[config.mk]
export PLATFORM = sky130hd
export DESIGN_NAME = sar_adc_ctrl_flat
export DESIGN_NICKNAME = d
export VERILOG_FILES = /design/src/rtl/sar_adc_pkg.sv /design/src/rtl/sar_adc_if.sv /design/src/rtl/sar_bit_seq.sv /design/src/rtl/sar_adc_ctrl.sv /design/src/flat_wrapper.sv
export SDC_FILE = /design/constraint.sdc
export NUM_CORES = 1
export LEC_CHECK = 0
export ABC_CLOCK_PERIOD_IN_PS = 3600
export CELL_PAD_IN_SITES_DETAIL_PLACEMENT = 1
export CELL_PAD_IN_SITES_GLOBAL_PLACEMENT = 2
export CORE_ASPECT_RATIO = 0.6
export CORE_MARGIN = 2
export CORE_UTILIZATION = 25
export DETAILED_ROUTE_END_ITERATION = 7
export PLACE_DENSITY = 0.67
export SLEW_MARGIN = 0
export SYNTH_ARGS = -nofsm -noshare
export SYNTH_HDL_FRONTEND = slang
export SYNTH_HIERARCHICAL = 1
export SYNTH_SLANG_ARGS = --single-unit
[constraint.sdc]
create_clock -name clk -period 3.6 [get_ports clk]
set_input_delay 0.72 -clock clk [delete_from_list [all_inputs] [get_ports clk]]
set_output_delay 0.72 -clock clk [all_outputs]
set_load 0.05 [all_outputs]
[src/rtl/sar_adc_pkg.sv]
// Shared types and sizing helpers for the SAR ADC controller and its sub-blocks.
package sar_adc_pkg;

  typedef enum logic [2:0] {
    ST_IDLE,
    ST_SAMPLE,
    ST_BIT_REQ,
    ST_BIT_ACK,
    ST_BIT_REL,
    ST_ACC,
    ST_DONE
  } sar_state_t;

  localparam int SAR_N_DEF   = 12;
  localparam int SAR_NCH_DEF = 4;

  // Width of a counter that runs 0 .. max(a,b)-1.
  function automatic int sar_cnt_w(input int a, input int b);
    int m;
    m = (a > b) ? a : b;
    return (m < 2) ? 1 : $clog2(m);
  endfunction

  function automatic int sar_ch_w(input int nch);
    return (nch > 1) ? $clog2(nch) : 1;
  endfunction

endpackage

[src/rtl/sar_adc_if.sv]
// Pin bundle between the controller (master) and the analog SAR macro (slave).
interface sar_adc_if #(
  parameter int N  = 12,
  parameter int CW = 2
);
  logic [CW-1:0] ms_adc_ch;
  logic          ms_adc_sample;
  logic          ms_adc_clk;
  logic [N-1:0]  ms_adc_dac;
  logic          ms_adc_rdy;
  logic          ms_adc_cmp;

  modport master (
    output ms_adc_ch, ms_adc_sample, ms_adc_clk, ms_adc_dac,
    input  ms_adc_rdy, ms_adc_cmp
  );

  modport slave (
    input  ms_adc_ch, ms_adc_sample, ms_adc_clk, ms_adc_dac,
    output ms_adc_rdy, ms_adc_cmp
  );
endinterface

[src/rtl/sar_bit_seq.sv]
// N-bit successive-approximation register with a trial-bit pointer (load / step / keep).
module sar_bit_seq #(
  parameter int N = 12
) (
  input  logic         clk,
  input  logic         rstb,
  input  logic         load,
  input  logic         step,
  input  logic         cmp,
  output logic [N-1:0] trial,
  output logic [N-1:0] kept,
  output logic         fin
);
  localparam int RW = $clog2(N + 1);

  logic [N-1:0]  sar_q, sar_d;
  logic [RW-1:0] rem_q, rem_d;
  logic [N-1:0]  bit_mask;

  // rem_q counts bits still to resolve; the trial bit is rem_q-1.
  always_comb begin
    bit_mask = '0;
    if (rem_q != '0) bit_mask = N'(1) << (rem_q - RW'(1));
    sar_d = sar_q;
    rem_d = rem_q;
    if (load) begin
      sar_d = '0;
      rem_d = RW'(N);
    end else if (step && (rem_q != '0)) begin
      sar_d = cmp ? (sar_q | bit_mask) : sar_q;
      rem_d = rem_q - RW'(1);
    end
  end

  always_ff @(posedge clk or negedge rstb) begin
    if (!rstb) begin
      sar_q <= '0;
      rem_q <= '0;
    end else begin
      sar_q <= sar_d;
      rem_q <= rem_d;
    end
  end

  assign trial = sar_q | bit_mask;
  assign kept  = sar_q;
  assign fin   = (rem_q == '0);

endmodule

[src/rtl/sar_adc_ctrl.sv]
// SAR ADC controller: sampling, bitwise 4-phase comparator handshake, averaging and channel scan.
module sar_adc_ctrl
  import sar_adc_pkg::*;
#(
  parameter int  N           = SAR_N_DEF,
  parameter int  NCH         = SAR_NCH_DEF,
  parameter int  SAMPLE_CYC  = 8,
  parameter int  AVG_LOG2    = 0,
  parameter int  RDY_TIMEOUT = 16,
  localparam int CW          = sar_ch_w(NCH)
) (
  input  logic             clk,
  input  logic             rstb,
  input  logic             start,
  input  logic             scan,
  input  logic             cont,
  input  logic [CW-1:0]    ch_sel,
  input  logic [NCH-1:0]   ch_mask,
  output logic             busy,
  output logic             done,
  output logic             err,
  output logic [N-1:0]     data,
  output logic [CW-1:0]    ch_out,
  sar_adc_if.master        adc
);
  localparam int CNT_W = sar_cnt_w(SAMPLE_CYC, RDY_TIMEOUT);
  localparam int VW    = (AVG_LOG2 > 0) ? AVG_LOG2 : 1;
  localparam int AW    = N + AVG_LOG2;
  localparam logic [VW-1:0] CONV_LAST = VW'((1 << AVG_LOG2) - 1);

  sar_state_t     state_q, state_d;
  logic [CNT_W-1:0] cnt_q, cnt_d;
  logic [VW-1:0]  conv_q, conv_d;
  logic [AW-1:0]  acc_q, acc_d, acc_sum;
  logic [NCH-1:0] mask_q, mask_d, mask_new;
  logic [CW-1:0]  ch_q, ch_d, sel_idx;
  logic           err_q, err_d;
  logic [N-1:0]   data_q, data_d;
  logic [CW-1:0]  ch_out_q, ch_out_d;
  logic [CW:0]    nx;
  logic           seq_load, seq_step, timeout;
  logic           sample_o, mclk_o;
  logic [N-1:0]   dac_o, trial, kept;
  logic           fin;

  // Lowest set bit of m strictly above cur; MSB of the result flags "found".
  function automatic logic [CW:0] next_ch(input logic [NCH-1:0] m, input int cur);
    logic [CW:0] r;
    r = '0;
    for (int i = NCH - 1; i >= 0; i--)
      if ((i > cur) && m[i]) r = {1'b1, CW'(i)};
    return r;
  endfunction

  sar_bit_seq #(.N(N)) u_seq (
    .clk   (clk),
    .rstb  (rstb),
    .load  (seq_load),
    .step  (seq_step),
    .cmp   (adc.ms_adc_cmp),
    .trial (trial),
    .kept  (kept),
    .fin   (fin)
  );

  always_comb begin
    state_d  = state_q;
    cnt_d    = cnt_q;
    conv_d   = conv_q;
    acc_d    = acc_q;
    mask_d   = mask_q;
    ch_d     = ch_q;
    err_d    = err_q;
    data_d   = data_q;
    ch_out_d = ch_out_q;
    seq_load = 1'b0;
    seq_step = 1'b0;
    timeout  = 1'b0;
    sample_o = 1'b0;
    mclk_o   = 1'b0;
    dac_o    = '0;
    done     = 1'b0;
    sel_idx  = CW'(int'(ch_sel) % NCH);
    mask_new = scan ? ch_mask : (NCH'(1) << sel_idx);
    acc_sum  = acc_q + AW'(kept);
    nx       = '0;

    unique case (state_q)
      ST_IDLE: begin
        if (start) begin
          err_d  = 1'b0;
          mask_d = mask_new;
          if (mask_new == '0) begin
            err_d = 1'b1;
          end else begin
            nx      = next_ch(mask_new, -1);
            ch_d    = nx[CW-1:0];
            cnt_d   = '0;
            state_d = ST_SAMPLE;
          end
        end
      end
      ST_SAMPLE: begin
        sample_o = 1'b1;
        seq_load = 1'b1;
        if (cnt_q == CNT_W'(SAMPLE_CYC - 1)) begin
          cnt_d   = '0;
          state_d = ST_BIT_REQ;
        end else begin
          cnt_d = cnt_q + CNT_W'(1);
        end
      end
      ST_BIT_REQ: begin
        mclk_o  = 1'b1;
        dac_o   = trial;
        cnt_d   = '0;
        state_d = ST_BIT_ACK;
      end
      ST_BIT_ACK: begin
        mclk_o = 1'b1;
        dac_o  = trial;
        if (adc.ms_adc_rdy) begin
          seq_step = 1'b1;
          cnt_d    = '0;
          state_d  = ST_BIT_REL;
        end else if (cnt_q == CNT_W'(RDY_TIMEOUT - 1)) begin
          timeout = 1'b1;
        end else begin
          cnt_d = cnt_q + CNT_W'(1);
        end
      end
      ST_BIT_REL: begin
        dac_o = kept;
        if (!adc.ms_adc_rdy) begin
          cnt_d   = '0;
          state_d = fin ? ST_ACC : ST_BIT_REQ;
        end else if (cnt_q == CNT_W'(RDY_TIMEOUT - 1)) begin
          timeout = 1'b1;
        end else begin
          cnt_d = cnt_q + CNT_W'(1);
        end
      end
      ST_ACC: begin
        acc_d = acc_sum;
        cnt_d = '0;
        if (conv_q == CONV_LAST) begin
          conv_d   = '0;
          data_d   = N'(acc_sum >> AVG_LOG2);
          ch_out_d = ch_q;
          state_d  = ST_DONE;
        end else begin
          conv_d  = conv_q + VW'(1);
          state_d = ST_SAMPLE;
        end
      end
      ST_DONE: begin
        done  = 1'b1;
        acc_d = '0;
        cnt_d = '0;
        nx    = next_ch(mask_q, int'(ch_q));
        if (nx[CW]) begin
          ch_d    = nx[CW-1:0];
          state_d = ST_SAMPLE;
        end else if (cont) begin
          nx      = next_ch(mask_q, -1);
          ch_d    = nx[CW-1:0];
          state_d = ST_SAMPLE;
        end else begin
          state_d = ST_IDLE;
        end
      end
      default: state_d = ST_IDLE;
    endcase

    // An unanswered handshake abandons the whole job.
    if (timeout) begin
      err_d   = 1'b1;
      acc_d   = '0;
      conv_d  = '0;
      cnt_d   = '0;
      state_d = ST_IDLE;
    end
  end

  always_ff @(posedge clk or negedge rstb) begin
    if (!rstb) begin
      state_q  <= ST_IDLE;
      cnt_q    <= '0;
      conv_q   <= '0;
      acc_q    <= '0;
      mask_q   <= '0;
      ch_q     <= '0;
      err_q    <= 1'b0;
      data_q   <= '0;
      ch_out_q <= '0;
    end else begin
      state_q  <= state_d;
      cnt_q    <= cnt_d;
      conv_q   <= conv_d;
      acc_q    <= acc_d;
      mask_q   <= mask_d;
      ch_q     <= ch_d;
      err_q    <= err_d;
      data_q   <= data_d;
      ch_out_q <= ch_out_d;
    end
  end

  assign busy              = (state_q != ST_IDLE);
  assign err               = err_q;
  assign data              = data_q;
  assign ch_out            = ch_out_q;
  assign adc.ms_adc_ch     = (state_q != ST_IDLE) ? ch_q : '0;
  assign adc.ms_adc_sample = sample_o;
  assign adc.ms_adc_clk    = mclk_o;
  assign adc.ms_adc_dac    = dac_o;

endmodule

[src/flat_wrapper.sv]
// flat-port wrapper written by rule: the top's interface ports become plain ports
module sar_adc_ctrl_flat import sar_adc_pkg::*;
#(
  parameter int  N           = SAR_N_DEF,
  parameter int  NCH         = SAR_NCH_DEF,
  parameter int  SAMPLE_CYC  = 8,
  parameter int  AVG_LOG2    = 0,
  parameter int  RDY_TIMEOUT = 16,
  localparam int CW          = sar_ch_w(NCH)
)
  (clk, rstb, start, scan, cont, ch_sel, ch_mask, busy, done, err, data, ch_out, adc_ms_adc_ch, adc_ms_adc_sample, adc_ms_adc_clk, adc_ms_adc_dac, adc_ms_adc_rdy, adc_ms_adc_cmp);
  sar_adc_if #(.N(N), .CW(2)) adc_i ();
  input  logic clk;
  input  logic rstb;
  input  logic start;
  input  logic scan;
  input  logic cont;
  input  logic [CW-1:0] ch_sel;
  input  logic [NCH-1:0] ch_mask;
  output logic busy;
  output logic done;
  output logic err;
  output logic [N-1:0] data;
  output logic [CW-1:0] ch_out;
  output wire logic [$bits(adc_i.ms_adc_ch)-1:0] adc_ms_adc_ch;
  output wire logic [$bits(adc_i.ms_adc_sample)-1:0] adc_ms_adc_sample;
  output wire logic [$bits(adc_i.ms_adc_clk)-1:0] adc_ms_adc_clk;
  output wire logic [$bits(adc_i.ms_adc_dac)-1:0] adc_ms_adc_dac;
  input wire logic [$bits(adc_i.ms_adc_rdy)-1:0] adc_ms_adc_rdy;
  input wire logic [$bits(adc_i.ms_adc_cmp)-1:0] adc_ms_adc_cmp;
  assign adc_ms_adc_ch = adc_i.ms_adc_ch;
  assign adc_ms_adc_sample = adc_i.ms_adc_sample;
  assign adc_ms_adc_clk = adc_i.ms_adc_clk;
  assign adc_ms_adc_dac = adc_i.ms_adc_dac;
  assign adc_i.ms_adc_rdy = adc_ms_adc_rdy;
  assign adc_i.ms_adc_cmp = adc_ms_adc_cmp;
  sar_adc_ctrl #(.N(N), .NCH(NCH), .SAMPLE_CYC(SAMPLE_CYC), .AVG_LOG2(AVG_LOG2), .RDY_TIMEOUT(RDY_TIMEOUT)) u_core (.clk(clk), .rstb(rstb), .start(start), .scan(scan), .cont(cont), .ch_sel(ch_sel), .ch_mask(ch_mask), .busy(busy), .done(done), .err(err), .data(data), .ch_out(ch_out), .adc(adc_i));
endmodule
==> metrics.md <==
| Metric | Value |
|---|---|
| Status | complete, no violations |
| Resized cells post-CTS | 0 |
| Hold Path Class | in -> async |
| IO Pins | 46 |
| Max-cap violations | 0 |
| Remaining DRCs | 0 |
| Slew Limit Fails | 0 |
| H-tree depth | 2 |
| Initial DRC count | 187 |
| Clock Tree Buf Depth | 2 |
| Setup TNS Final | 0 ps |
| Crit-path cells | inv_1 -> ha_1 -> nor2_1 -> a21boi_1 -> a31oi_2 -> o21ai_1 -> a32o_1 -> buf_4 |
| RSZ-0062 raised after global routing | false |
| IO Port Bufs | 45 |
| Vias in the first global route | 3244 |
| Post-synthesis async set-or-reset flop share | 100% |
| Die Height | 96.6 µm |
| DR vias | 3260 |
| Primary flip-flop cell chosen by synthesis mapping | dfrtp_1 |
| Antenna cells | 0 |
| Synth Instances | 412 |
| FP Rows | 33 |
| CP max-delay cell | a31oi_2 |
| Sequential fraction of the synthesis area | 39.2% |
| Crit path max-delay family | compound AO/OA/AOI/OAI gates |
| Hold Buf Count CTS | 0 |
| Pin slew with the least headroom to its limit | 898 ps |
| Fraction of layout cells with a size suffix above 1 | 10.8% |
| Synth warn | 6 |
| Clock skew | about 9 ps |
| Final period util | 92.6% |
| Critical path endpoint category | primary output |
| CTS clk-pin slew, worst paths | ~80 ps |
| Final Hold Fails | 0 |
| Global Route Usage Sum | 15.5% |
| CP Class | reg -> out |
| Crit Path Max Fanout | 8 |
| Die area | about 15000 µm² |
| Fmax achieved | 300 MHz |
| Slew headroom | 39.9% |
| Final Critical Period | 3330 ps |
| Peak VDD IR | 0.000312 V |
| Root Driver | clkbuf_16 |
| Core footprint | 13800 µm² |
| Post-CTS setup buffer count | 0 |
| Distinct cells, synth | 63 |
| DR pass1 iterations | 4 |
| Pin count of the biggest net entering global routing | 25 |
| CP Buf/Inv Count | 2 |
| Placed wire-length estimate | 8.66 mm |
| Cell count along the critical path | 8 |
| # fillers | between 1500 and 2000 |
| Initial antenna violation count | 0 |
| Most common cell after layout, fill and taps aside | dfrtp_1 |
| First-pass GRT wire length | 18.1 mm |
| CTS tree | done |
| Initial cell density of the core | 25.9% |
| Post-route ant nets | 0 |
| Final setup viols | 0 |
| Final Util | 31.8% |
| Clk sinks | 56 |
| Pwr Density | between 800 and 900 nW/µm² |
| CTS Buf Count | 5 |
| Nature of the critical path startpoint | register |
| GP Congestion | 0.814 |
| Width of the die | approximately 160 µm |
| Number of enable flip-flop cells after synthesis | 0 |
| Area Overhead vs Synth | 22.8% |
| Most frequent cells in the layout | dfrtp_1, nand2_1, a21oi_1 |
| Critical path required time | ~2900 ps |
| Data arrival, critical path | 2610 ps |
| Average wire per standard cell | ~18 µm |
| Syn nets | 443 |
| Reg2Reg Depth | 9 |
| Syn_area_per_cell | 8.67 µm² |
| CP peak stage delay | 460 ps |
| Final nets | just under 500 |
| Total routed wirelength | 11.4 mm |
| Leak Pwr | between 1.5 and 2 nW |
| Yosys reg bits | 56 |
| Total gr overflow | 0 |
| Clk Latency, worst-skew pair | approximately 300 ps |
| Mapped cell area | 3570 µm² |
| DR vias/cell | about 5.1 |
## synthesized netlist by cell type (all sizes together) (5+ instances only)
cell type / n / area, µm²
and2: 5 / 33.8
nand2b: 6 / 37.5
nand2: 53 / 199
a32o: 12 / 120
nor2: 25 / 93.8
xnor2: 5 / 43.8
a21oi: 33 / 165
inv: 31 / 116
a211oi: 9 / 67.6
ha: 17 / 213
nor3: 7 / 46.3
o31ai: 5 / 37.5
o21ai: 36 / 184
nor2b: 7 / 43.8
clkbuf: 16 / 60.1
nand3: 12 / 60.1
o22ai: 10 / 62.6
dfrtp: 56 / 1400
a31oi: 6 / 50.0
## layout make-up
class | count | area (µm²) | share of cell area [%]
Timing Repair Buffer | 53 | 475 | 10.8
Tap cell | 192 | 240 | 5.48
Clock buffer | 6 | 139 | 3.17
Clock inverter | 2 | 38.8 | 0.884
Inverter | 31 | 116 | 2.65
Sequential cell | 56 | 1400 | 32.0
Multi-Input combinational cell | 305 | 1970 | 45.0
## kinds of logic (layout without fill, tap and decap cells)
family	Yosys count	count (layout)	synth area share, %
compound gates	140	140	26.7
simple gates	135	135	18.6
flops	56	56	39.2
buf+inv	51	92	5.64
fa+ha+maj	18	18	6.51
xor+xnor	6	6	1.47
mux	6	6	1.82
## per-stage QoR
step / instance area (µm²) / power [mW] / worst slack (ps) / hold WS (ps) / instances
after floorplan: 3570 / 2.45 / 760 / 424 / 412
after global placement: 4210 / 3.07 / 738 / 461 / 637
after detailed placement: 4210 / 3.10 / 600 / 466 / 637
after CTS: 4390 / 3.72 / 298 / 385 / 645
after global routing: 4390 / 3.95 / 119 / 394 / 645
final: 4390 / 3.69 / 267 / 365 / 645
## power by group
group / internal, mW / switching (mW)
logic: 0.694 / 1.30
clock network: 0.349 / 0.240
registers: 0.841 / 0.256
total: 1.89 / 1.80
## registers in the layout, summed over array words and instances (netlist names)
signal              count
u_core/acc_q           12
u_core/mask_q           4
u_core/state_q          3
u_core/ch_q             2
u_core/u_seq/rem_q      4
u_core/u_seq/kept      12
u_core/data            12
u_core/ch_out           2
u_core/cnt_q            4
u_core/err              1
## final timing paths
path                                       start                    to  slack (ps)
max                        u_core/u_seq/rem_q[0]    adc_ms_adc_dac[11]         270
min                                         rstb        u_core/data[7]         360
max reg2reg                 u_core/u_seq/kept[0]      u_core/acc_q[10]         850
min reg2reg                       u_core/data[4]        u_core/data[4]         480
max in group asynchronous                   rstb  u_core/u_seq/kept[8]        2540
min in group clk                  u_core/data[4]        u_core/data[4]         480
## routing by layer
metal	track usage, %	wire length [µm]
met1	25.2	6500
met2	21.3	4450
met3	2.81	376
met4	1.58	38
met5	0	0
(Power assumes the default switching activity.)
